## config.mk

```make
export PLATFORM = sky130hd
export DESIGN_NAME = remote_comm_flat
export DESIGN_NICKNAME = d
export VERILOG_FILES = /design/src/rtl/remote_comm_if.sv /design/src/rtl/remote_comm.sv /design/src/flat_wrapper.sv
export SDC_FILE = /design/constraint.sdc
export NUM_CORES = 1
export LEC_CHECK = 0
export ABC_CLOCK_PERIOD_IN_PS = 3300
export CORE_ASPECT_RATIO = 2
export CORE_MARGIN = 5
export CORE_UTILIZATION = 57
export CTS_CLUSTER_SIZE = 10
export DETAILED_ROUTE_END_ITERATION = 7
export GPL_TIMING_DRIVEN = 0
export PLACE_DENSITY_LB_ADDON = 0.25
export SLEW_MARGIN = 40
export SYNTH_ARGS = -nofsm -noshare
export SYNTH_HDL_FRONTEND = slang
export SYNTH_SLANG_ARGS = --single-unit
```

## constraint.sdc

```tcl
create_clock -name clk -period 3.3 [get_ports clk]
set_input_delay 0.825 -clock clk [delete_from_list [all_inputs] [get_ports clk]]
set_output_delay 0.825 -clock clk [all_outputs]
set_load 0.02 [all_outputs]
```

## src/rtl/remote_comm_if.sv

```systemverilog
// Host-side bus of the remote command link: command request, completion and response byte.
// send_cmd is a request sampled every cycle; it is taken only when busy=0 and cmd_sent=0, ignored otherwise.
interface remote_comm_if;
    logic [15:0] cmd;
    logic        send_cmd;
    logic        busy;
    logic        cmd_sent;
    logic [7:0]  resp;
    logic        resp_rdy;
    logic        clr_resp_rdy;
    logic [1:0]  tx_state;
    logic [1:0]  rx_state;

    modport master (
        output cmd, send_cmd, clr_resp_rdy,
        input  busy, cmd_sent, resp, resp_rdy, tx_state, rx_state
    );

    modport slave (
        input  cmd, send_cmd, clr_resp_rdy,
        output busy, cmd_sent, resp, resp_rdy, tx_state, rx_state
    );
endinterface

```

## src/rtl/remote_comm.sv

```systemverilog
// Remote controller UART link: sends a 16-bit command as two bytes (high first)
// and receives 8-bit responses from the robot.
module remote_comm #(
    parameter int BAUD_DIV = 5208
) (
    input  logic         clk,
    input  logic         rst,
    remote_comm_if.slave bus,
    output logic         TX,
    input  logic         RX
);
    localparam int CW = $clog2(BAUD_DIV + 1);

    typedef enum logic [1:0] {TX_IDLE, TX_HIGH, TX_LOW} tx_state_t;
    typedef enum logic [1:0] {RX_IDLE, RX_START, RX_DATA, RX_STOP} rx_state_t;

    tx_state_t     tx_state;
    logic [15:0]   hold;
    logic [CW-1:0] tx_cnt;
    logic [3:0]    tx_bit;
    logic          tx_reg;
    logic          busy_r;
    logic          sent_r;
    logic [7:0]    cur_byte;
    logic          accept;

    rx_state_t     rx_state;
    logic [1:0]    rx_sync;
    logic          rx_s;
    logic [CW-1:0] rx_cnt;
    logic [2:0]    rx_bit;
    logic [7:0]    shreg;
    logic [7:0]    resp_r;
    logic          rdy_r;

    // Frame bit index 0 is the start bit, 1..8 data LSB first, 9 the stop bit.
    function automatic logic frame_bit(input logic [7:0] data, input logic [3:0] idx);
        logic [2:0] sel;
        sel = 3'(idx - 4'd1);
        if (idx == 4'd0)
            return 1'b0;
        else if (idx >= 4'd9)
            return 1'b1;
        else
            return data[sel];
    endfunction

    assign cur_byte = (tx_state == TX_HIGH) ? hold[15:8] : hold[7:0];
    // The cmd_sent cycle blocks acceptance so back-to-back requests get a one-cycle gap.
    assign accept   = (tx_state == TX_IDLE) && bus.send_cmd && !sent_r;

    always_ff @(posedge clk or posedge rst) begin
        if (rst) begin
            tx_state <= TX_IDLE;
            hold     <= '0;
            tx_cnt   <= '0;
            tx_bit   <= '0;
            tx_reg   <= 1'b1;
            busy_r   <= 1'b0;
            sent_r   <= 1'b0;
        end else begin
            sent_r <= 1'b0;
            case (tx_state)
                TX_IDLE: begin
                    if (accept) begin
                        hold     <= bus.cmd;
                        tx_state <= TX_HIGH;
                        tx_cnt   <= '0;
                        tx_bit   <= '0;
                        tx_reg   <= 1'b0;
                        busy_r   <= 1'b1;
                    end
                end
                TX_HIGH, TX_LOW: begin
                    if (tx_cnt == CW'(BAUD_DIV - 1)) begin
                        tx_cnt <= '0;
                        if (tx_bit == 4'd9) begin
                            tx_bit <= '0;
                            if (tx_state == TX_HIGH) begin
                                // Low byte start bit follows the high stop bit with no idle gap.
                                tx_state <= TX_LOW;
                                tx_reg   <= 1'b0;
                            end else begin
                                tx_state <= TX_IDLE;
                                tx_reg   <= 1'b1;
                                busy_r   <= 1'b0;
                                sent_r   <= 1'b1;
                            end
                        end else begin
                            tx_bit <= tx_bit + 4'd1;
                            tx_reg <= frame_bit(cur_byte, tx_bit + 4'd1);
                        end
                    end else begin
                        tx_cnt <= tx_cnt + 1'b1;
                    end
                end
                default: begin
                    tx_state <= TX_IDLE;
                    tx_reg   <= 1'b1;
                    busy_r   <= 1'b0;
                end
            endcase
        end
    end

    assign rx_s = rx_sync[1];

    always_ff @(posedge clk or posedge rst) begin
        if (rst) begin
            rx_sync <= 2'b11;
        end else begin
            rx_sync <= {rx_sync[0], RX};
        end
    end

    always_ff @(posedge clk or posedge rst) begin
        if (rst) begin
            rx_state <= RX_IDLE;
            rx_cnt   <= '0;
            rx_bit   <= '0;
            shreg    <= '0;
            resp_r   <= '0;
            rdy_r    <= 1'b0;
        end else begin
            // Clear first so a same-cycle set below takes priority.
            if (bus.clr_resp_rdy || accept)
                rdy_r <= 1'b0;
            case (rx_state)
                RX_IDLE: begin
                    if (!rx_s) begin
                        rx_state <= RX_START;
                        rx_cnt   <= CW'(BAUD_DIV / 2);
                    end
                end
                RX_START: begin
                    if (rx_cnt == CW'(1)) begin
                        if (rx_s) begin
                            rx_state <= RX_IDLE;
                            rx_cnt   <= '0;
                        end else begin
                            rx_state <= RX_DATA;
                            rx_cnt   <= CW'(BAUD_DIV);
                            rx_bit   <= '0;
                        end
                    end else begin
                        rx_cnt <= rx_cnt - 1'b1;
                    end
                end
                RX_DATA: begin
                    if (rx_cnt == CW'(1)) begin
                        shreg  <= {rx_s, shreg[7:1]};
                        rx_cnt <= CW'(BAUD_DIV);
                        if (rx_bit == 3'd7)
                            rx_state <= RX_STOP;
                        else
                            rx_bit <= rx_bit + 3'd1;
                    end else begin
                        rx_cnt <= rx_cnt - 1'b1;
                    end
                end
                RX_STOP: begin
                    if (rx_cnt == CW'(1)) begin
                        // A low stop bit is a framing error: the byte is dropped silently.
                        if (rx_s) begin
                            resp_r <= shreg;
                            rdy_r  <= 1'b1;
                        end
                        rx_state <= RX_IDLE;
                        rx_cnt   <= '0;
                    end else begin
                        rx_cnt <= rx_cnt - 1'b1;
                    end
                end
                default: begin
                    rx_state <= RX_IDLE;
                    rx_cnt   <= '0;
                end
            endcase
        end
    end

    assign TX           = tx_reg;
    assign bus.busy     = busy_r;
    assign bus.cmd_sent = sent_r;
    assign bus.resp     = resp_r;
    assign bus.resp_rdy = rdy_r;
    assign bus.tx_state = tx_state;
    assign bus.rx_state = rx_state;
endmodule
```

## src/flat_wrapper.sv

```systemverilog
// flat-port wrapper written by rule: the top's interface ports become plain ports
module remote_comm_flat 
#(
    parameter int BAUD_DIV = 5208
)
  (clk, rst, TX, RX, bus_cmd, bus_send_cmd, bus_clr_resp_rdy, bus_busy, bus_cmd_sent, bus_resp, bus_resp_rdy, bus_tx_state, bus_rx_state);
  remote_comm_if bus_i ();
  input  logic clk;
  input  logic rst;
  output logic TX;
  input  logic RX;
  input wire logic [$bits(bus_i.cmd)-1:0] bus_cmd;
  input wire logic [$bits(bus_i.send_cmd)-1:0] bus_send_cmd;
  input wire logic [$bits(bus_i.clr_resp_rdy)-1:0] bus_clr_resp_rdy;
  output wire logic [$bits(bus_i.busy)-1:0] bus_busy;
  output wire logic [$bits(bus_i.cmd_sent)-1:0] bus_cmd_sent;
  output wire logic [$bits(bus_i.resp)-1:0] bus_resp;
  output wire logic [$bits(bus_i.resp_rdy)-1:0] bus_resp_rdy;
  output wire logic [$bits(bus_i.tx_state)-1:0] bus_tx_state;
  output wire logic [$bits(bus_i.rx_state)-1:0] bus_rx_state;
  assign bus_i.cmd = bus_cmd;
  assign bus_i.send_cmd = bus_send_cmd;
  assign bus_i.clr_resp_rdy = bus_clr_resp_rdy;
  assign bus_busy = bus_i.busy;
  assign bus_cmd_sent = bus_i.cmd_sent;
  assign bus_resp = bus_i.resp;
  assign bus_resp_rdy = bus_i.resp_rdy;
  assign bus_tx_state = bus_i.tx_state;
  assign bus_rx_state = bus_i.rx_state;
  remote_comm #(.BAUD_DIV(BAUD_DIV)) u_core (.clk(clk), .rst(rst), .bus(bus_i), .TX(TX), .RX(RX));
endmodule
```

; ---- Word-level counts from Yosys, hierarchy flattened
; Cells that the tools add are included.
[totals]
out_inout_bits = 16
elab_cells = 113
in_bits = 21
reg_bits = 75
[op_classes]
order_cmp = 2
mux = 52
n_addsub = 5
n_eq_ne = 20
reduce_logical = 20
[ops]
columns = op, n
row1 = $mux W13, 7
row2 = $pmux W13 S4, 1
row3 = $pmux W13 S2, 1
row4 = $mux W2, 10
row5 = $mux W1, 18
row6 = $ne A2 B1 Y1 const B, 7
row7 = $add A13 B1 Y13 const B, 1
row8 = $eq A13 B1 Y1 const B, 1
row9 = $eq A13 B13 Y1 const B, 1
row10 = $sub A13 B1 Y13 const B, 1
row11 = $mux W3, 4
row12 = $mux W4, 3
row13 = $reduce_and A5 Y1, 2
row14 = $reduce_and A3 Y1, 3
row15 = $mux W8, 1
row16 = $ne A2 B2 Y1 const B, 4
row17 = $pmux W2 S4, 1
row18 = $pmux W4 S2, 1
row19 = $reduce_and A2 Y1, 4
row20 = $eq A2 B2 Y1 const B, 3
row21 = $pmux W3 S2, 1
row22 = $add A4 B1 Y4 const B, 1
row23 = $eq A2 B1 Y1 const B, 2
row24 = $eq A4 B4 Y1 const B, 1
row25 = 16 further kinds, 20

; ---- Logic depth before layout (Yosys ltp)
; Gate-level depths: netlist of run 1.
[depth]
word_depth = 9
depth_mapped = 8
depth_no_buf = 7

; ---- Least setup slack after synthesis of run 1
; OpenSTA, ideal clock, no wires.
[synth_path]
path_kind = register to register
startpoint = reg u_core.tx_state[1], in the netlist u_core.bus.tx_state[1]
endpoint = reg u_core.tx_reg, in the netlist u_core.TX
n_path_buf = 0
arrival_time_ns = 2.016
setup_ns = 0.082
slack_ns = 1.203
required_time_ns = 3.218
synth_period_minus_slack_ns = 2.097
stages_incl_launch_ff = 8
path_cell_list = dfrtp_1 -> inv_1 -> ha_1 -> mux4_1 -> mux2_2 -> nand2_1 -> nand3_1 -> o31a_1
[synth_via]
elab_chain_len = 9
elab_cells_between_ends = 18
classes_between = eq/ne: 4 / mux: 9 / reduce/logical: 5
[synth_lines]
columns = element, line
row1 = "start, declared", remote_comm.sv:17  ; tx_state_t tx_state;
row2 = "start signal, assigned", remote_comm.sv:54  ; tx_state <= TX_IDLE;
row3 = "start signal, assigned", remote_comm.sv:67  ; tx_state <= TX_HIGH;
row4 = "start signal, assigned", remote_comm.sv:81  ; tx_state <= TX_LOW;
row5 = $eq A2 B1 Y1, "remote_comm.sv:48, remote_comm.sv:63, remote_comm.sv:79"
row6 = $mux W8, remote_comm.sv:48  ; assign cur_byte = (tx_state == TX_HIGH) ? hold[15:8] : hold[7:0];
row7 = $bmux W1 S3, remote_comm.sv:45  ; return data[sel];
row8 = $mux W1 (not written as such), remote_comm.sv:45
row9 = $mux W1, remote_comm.sv:42  ; else if (idx >= 4'd9)
row10 = $mux W1, remote_comm.sv:40  ; if (idx == 4'd0)
row11 = $mux W1, remote_comm.sv:77  ; if (tx_bit == 4'd9) begin
row12 = $mux W1, remote_comm.sv:75  ; if (tx_cnt == CW'(BAUD_DIV - 1)) begin
row13 = $pmux W1 S2, remote_comm.sv:63  ; case (tx_state)
row14 = "end signal, assigned", remote_comm.sv:91  ; tx_reg <= frame_bit(cur_byte, tx_bit + 4'd1);
row15 = "end, declared", remote_comm.sv:21  ; logic tx_reg;
; Parallel ways exist; a longest one is shown, timed or not. The select of a mux whose other input is x is not followed.
; A chain may end at the register's enable or synchronous reset.

; ---- Worst setup path in the final report of run 1
[layout_path]
startpoint = in bus_send_cmd
endpoint = reg u_core.hold[9]
[layout_via]
elab_chain_len = 3
[layout_lines]
columns = element, line
row1 = "start, declared", flat_wrapper.sv:13  ; input wire logic [$bits(bus_i.send_cmd)-1:0] bus_send_cmd;
row2 = $logic_and A1 B1 Y1 (2 in series), remote_comm.sv:50  ; assign accept = (tx_state == TX_IDLE) && bus.send_cmd && !sent_r;
row3 = $reduce_and A2 Y1 (no line), n/a
row4 = "end signal, assigned", remote_comm.sv:66  ; hold <= bus.cmd;
row5 = "end, declared", remote_comm.sv:18  ; logic [15:0] hold;
; No other way between the ends.

==> flow_summary.yaml, run 1 <==
drt:
  vias_per_cell: 5.97
  totalWireLength_um: 8410
  final_antenna_net_count: 0
  wire_per_inst_um: 16.9
  drc: 0
  vias: 2975
  drt_iter0_drc: 203
  first_pass_iters: 5
logic_synthesis:
  synth_area_leaders: "dfrtp_1 46%, ha_1 5.7%, mux2_2 5.7%"
  yosys_warnings: 0
  yosys.area.top_type: "dfrtp_1"
  yosys-top-cells-count: "72 x dfrtp_1, 34 x nand2_1, 22 x o21ai_0"
  synthFlopType: "dfrtp_1"
  seq_area_frac_synth: 0.479
  synthDistinctLibCells: 61
  syn_nets: 396
  async_flop_share: 1.00
  avgSynthCellArea_um2: 11.0
  synthCells: 357
  syn_area_um2: 3930
  yosysMostFrequentCell: "dfrtp_1"
  synth_top_area_frac: 0.459
  synth_edf_count: 0
  synth-seq-cells: 75
setup_path:
  crit_type: "input pin to register"
  cp.required_ps: 3510
  reg2reg_depth: 7
  path_max_fanout: 10
  cp.arrival_ps: 2580
  start_kind: "input pin"
  rrSetupSlack_ps: 1060
  cp-end-kind: "register"
sta:
  worst-slew-pin-transition_ps: 642
  setup_tns_ps: 0
  rsz0062_at_grt: "no"
  final.min_clock_period_ps: 2370
  fin_crit_sh: 0.717
  clock.fmax_mhz: 423
  slew_headroom: 0.572
  hold_viol_final: 0
  hold-worst-slack_ps: 358
  slew_violations: 0
  finalSetupViolations: 0
  skew_ps: 5.24
finish:
  drive_gt1_frac: 0.144
  area.growth.synth_to_final_pct: 20.1
  fin_nets: 444
  final_area_um2: 4720
  diodes: 0
  final_cells: 498
  post-route-util: 0.707
die:
  core_area_um2: 6670
  num_rows: 42
  io_pins: 37
  initial_core_util: 0.588
  die_y_um: 127
  fp.dieW_um: 68.7
  die_area_um2: 8750
clocking:
  clk_latency_ps: 330
  post_cts_buffers: 0
  clkTransAtPathRegs_ps: 50
  cts_tree: "done"
  cts_made_buffers: 9
  root_buffer: "clkbuf_16"
  cts_sinks: 75
  cts_buffer_depth: 2
  holdBufCountCts: 0
  cts.htree.levels: 3
  cts_repair_resize_count: 0
grt:
  grt_overflow: 0
  busiest_layer: "met2"
  use_met1: 0.258
  grt_pass1_wl_um: 14900
  met2_usage: 0.379
  gr-usage-met3: 0.0475
  antenna_found_initial: 0
  grt_max_degree: 41
  grt_pass1_vias: 3150
  globalRouteTotalUtil: 0.224
power_and_ir_drop:
  p_clk_frac: 0.300
  pwr-share-seq: 0.377
  power_frac_comb: 0.323
  swShare: 0.318
  p_int_mw: 2.15
  p_sw_mw: 1.00
  p_leak_nw: 2.12
  vdd_drop_max_uv: 492
  powerDensity_nw_per_um2: 667
placed_design:
  placed_cells: 482
  placed_cell_area_um2: 4420
  port_buffers: 36
  detailed_place_hpwl_um: 6080
  gp_congestion: 0.908
status:
  status: "finished, final reports clean"
hold_path:
  hp-class: "register to register"
  hold_path_depth: 0
flow_run:
  cap_violations: 0
## cell families (layout without fill, tap and decap cells)
kind of cell | after synthesis | in the layout | synth area share
simple gates | 119 | 119 | 0.165
flops | 75 | 75 | 0.479
compound gates | 71 | 71 | 0.117
mux | 41 | 41 | 0.130
buf+inv | 24 | 77 | 0.0284
fa+ha+maj | 18 | 18 | 0.0573
xor+xnor | 9 | 9 | 0.0239
## state kept, by name, summed over array words and instances, names as in the netlist, named ones only
name / flops
u_core.shreg: 8
u_core.rx_cnt: 13
u_core.TX: 1
u_core.bus.tx_state: 2
u_core.bus.rx_state: 1
u_core.bus.cmd_sent: 1
u_core.bus.resp: 8
u_core.hold: 16
u_core.rx_sync: 2
u_core.rx_bit: 3
u_core.tx_cnt: 13
u_core.tx_bit: 4
u_core.bus.resp_rdy: 1
u_core.bus.busy: 1
## layer usage
layer,up-vias,part of all wire,wire [µm]
met5,-,0,0
met4,0,0.029,247
met3,20,0.035,294
met2,82,0.56,4710
met1,1486,0.38,3160
li1,1387,-,-
## final cells by class
cell class	instances	area, µm²
plain buffers	9	55.1
flip-flops and latches	75	1880
clock inverters	1	7.51
fillers	518	1960
clock buffers	15	288
multi-input cells	258	1940
inverters	15	61.3
well taps	88	110
repair buffers	37	380
## cell usage in the layout (no fill, tap or decap), types with 3 or more instances in the layout
master,instances
a21oi_1,13
a31oi_1,4
and2_1,3
and3_1,7
and4_1,3
buf_4,3
clkbuf_1,4
clkbuf_16,9
clkbuf_8,4
clkdlybuf4s50_1,36
dfrtp_1,72
dfstp_2,3
ha_1,18
inv_1,14
mux2_1,16
mux2_2,20
mux4_2,3
nand2_1,34
nand2b_1,5
nand3_1,15
nand4_1,6
nor2_1,21
nor2b_1,4
nor3_1,5
o21ai_0,22
o21ai_1,7
o31ai_1,4
xnor2_1,4
xor2_1,4
## through the flow
step	setup slack, ps	power, mW
6_report	934	3.15
5_1_grt	867	3.34
4_1_cts	920	3.17
3_5_place_dp	580	2.20
3_3_place_gp	-560	2.16
2_1_floorplan	570	1.91
## power by group through the flow
stage,combinational [mW],clock (mW),sequential [mW]
after floorplan,0.715,0,1.20
after detailed placement,1.00,0,1.20
after CTS,1.02,0.962,1.19
after global placement,0.970,0,1.19
after global routing,1.13,1.00,1.20
final,1.02,0.944,1.19
## final timing paths
check	end	startpoint
setup / recovery	u_core.hold[9]	bus_send_cmd
hold / removal	u_core.rx_sync[1]	u_core.rx_sync[0]
setup reg to reg	u_core.TX	u_core.bus.tx_state[1]
hold reg to reg	u_core.rx_sync[1]	u_core.rx_sync[0]
max in group asynchronous	u_core.rx_sync[0]	rst
min in group asynchronous	u_core.bus.cmd_sent	rst
## critical path: stages
cell	delay, ps
clkdlybuf4s50_1	420
nand3b_1	110
buf_2	270
buf_1	540
mux2_2	410
Note: power is estimated with default switching activity, not from simulation.
==> inputs of run 2 (changes only) <==
--- a/config.mk
+++ b/config.mk
@@ -5,10 +5,10 @@
 export SDC_FILE = /design/constraint.sdc
 export NUM_CORES = 1
 export LEC_CHECK = 0
-export ABC_CLOCK_PERIOD_IN_PS = 3300
+export ABC_CLOCK_PERIOD_IN_PS = 2100
 export CORE_ASPECT_RATIO = 2
 export CORE_MARGIN = 5
-export CORE_UTILIZATION = 57
+export CORE_UTILIZATION = 52
 export CTS_CLUSTER_SIZE = 10
 export DETAILED_ROUTE_END_ITERATION = 7
 export GPL_TIMING_DRIVEN = 0
==> constraint.sdc (replaced) <==
create_clock -name clk -period 2.1 [get_ports clk]
set_input_delay 0.525 -clock clk [delete_from_list [all_inputs] [get_ports clk]]
set_output_delay 0.525 -clock clk [all_outputs]
set_load 0.02 [all_outputs]
==> run 2 against run 1 <==
- design area rose by 4.5%
- non-clock buffer count rose by 10
- first-iteration DRC count rose by 5.9%
- clock skew rose by 2.0 ps
- via count rose by 1.3%
==> flow_summary.yaml, run 2 (same netlist as run 1, synthesis figures left out) <==
drt:
  final_antenna_net_count: 0
  vias: 3015
  vias_per_cell: 5.87
  wire_per_inst_um: 16.7
  drc: 0
  totalWireLength_um: 8580
  drt_iter0_drc: 215
  first_pass_iters: 5
hold_path:
  hp-class: "register to register"
setup_path:
  crit_type: "register to register"
  path_cells: "inv_1 -> ha_1 -> nor2b_4 -> and4_1 -> buf_6 -> and3_1 -> buf_4 -> mux2_1"
  cp-end-kind: "register"
  critical-path-max-stage-delay_ps: 410
  cp.arrival_ps: 2240
  path_max_fanout: 10
  start_kind: "register"
  slowest_stage: "dfrtp_1"
  cp.required_ps: 2310
die:
  die_area_um2: 9500
  num_rows: 45
  io_pins: 37
  initial_core_util: 0.524
  die_y_um: 133
  core_area_um2: 7490
  fp.dieW_um: 71.5
power_and_ir_drop:
  powerDensity_nw_per_um2: 1090
  p_leak_nw: 2.20
  total_power_mw: 5.35
  vdd_drop_max_uv: 764
placed_design:
  gp_congestion: 0.949
  detailed_place_hpwl_um: 6190
  dpl_worst_slack_ps: -318
  port_buffers: 36
grt:
  grt_pass1_wl_um: 14400
  grt_max_degree: 27
  antenna_found_initial: 0
  grt_overflow: 0
  globalRouteTotalUtil: 0.192
  grt_pass1_vias: 3045
flow_run:
  cap_violations: 0
sta:
  setup_ws_ps: 63.7
  fin_crit_sh: 0.970
  clock.fmax_mhz: 491
  skew_ps: 7.22
  hold-worst-slack_ps: 355
  slew_headroom: 0.706
  finalSetupViolations: 0
  slew_violations: 0
  worst-slew-pin-transition_ps: 440
  hold_viol_final: 0
  final.min_clock_period_ps: 2040
status:
  status: "finished, final reports clean"
clocking:
  clkTransAtPathRegs_ps: 60
  cts.htree.levels: 3
  root_buffer: "clkbuf_16"
  holdBufCountCts: 0
  cts_tree: "done"
  clk_latency_ps: 330
  cts_buffer_depth: 2
  cts_sinks: 75
  cts_made_buffers: 9
finish:
  largest_register: "u_core.hold"
  diodes: 0
  largest_reg_flops: 16
  fin_nets: 454
  drive_gt1_frac: 0.188
  mostFrequentLayoutCells: "70 x dfrtp_1, 36 x clkdlybuf4s50_1, 34 x nand2_1"
  reg_top3: "u_core.hold (16), u_core.rx_cnt (13), u_core.tx_cnt (13)"
  mostFrequentLayoutCell: "dfrtp_1"
  area.growth.synth_to_final_pct: 25.6
run 2: report_power, final:
part	internal, mW	switching (mW)
registers	1.70	0.184
logic	0.834	0.868
clock network	1.19	0.569
total	3.73	1.62
run 2: layer usage:
metal  global-route usage  up-vias  share of wire
met3               0.0365       16          0.055
met5                    0        -              0
li1                     -     1417              -
met4               0.0973        0          0.026
met1                0.243     1472           0.42
met2                0.307      110           0.50
run 2: timing repair:
item,CTS,global route
setup buffers,0,8
resized for setup,6,10
endpoints found under the setup margin,21,35
pin swaps,0,0
run 2: metrics by stage:
stage / utilization / setup TNS, ps / cells / area (µm²)
after floorplan: - / 0 / 357 / 3930
after CTS: 0.648 / 0 / 506 / 4850
after detailed placement: 0.599 / -3260 / 490 / 4480
final: 0.659 / 0 / 514 / 4930
after global placement: 0.589 / -9640 / 487 / 4410
after global routing: 0.659 / -49.5 / 514 / 4930
run 2: area by class of cell:
class / count / area (µm²)
buffer: 9 / 62.6
multi-input combinational: 258 / 1970
fill: 567 / 2560
sequential: 75 / 1880
clock inverter: 4 / 97.6
timing repair buffer: 47 / 495
inverter: 15 / 60.1
tap: 94 / 118
clock buffer: 12 / 246
run 2: critical path: cells and delay by family, from the launching register on:
family                     cells  cell delay, ps
adders and majority gates      1             180
buffers and inverters          3             430
muxes                          1             340
DFF                            1             410
and+or+nand+nor                3             560
run 2: final timing paths:
kind | slack, ps | cells after the start | endpoint | from
worst max-delay path | 60 | 8 | u_core.bus.resp[1] | u_core.rx_cnt[1]
worst min-delay path | 350 | 0 | u_core.rx_sync[1] | u_core.rx_sync[0]
worst max register to register | 60 | 8 | u_core.bus.resp[1] | u_core.rx_cnt[1]
worst min register to register | 350 | 0 | u_core.rx_sync[1] | u_core.rx_sync[0]
max in group asynchronous | 980 | 4 | u_core.bus.resp[4] | rst
min in group asynchronous | 520 | 2 | u_core.rx_cnt[9] | rst
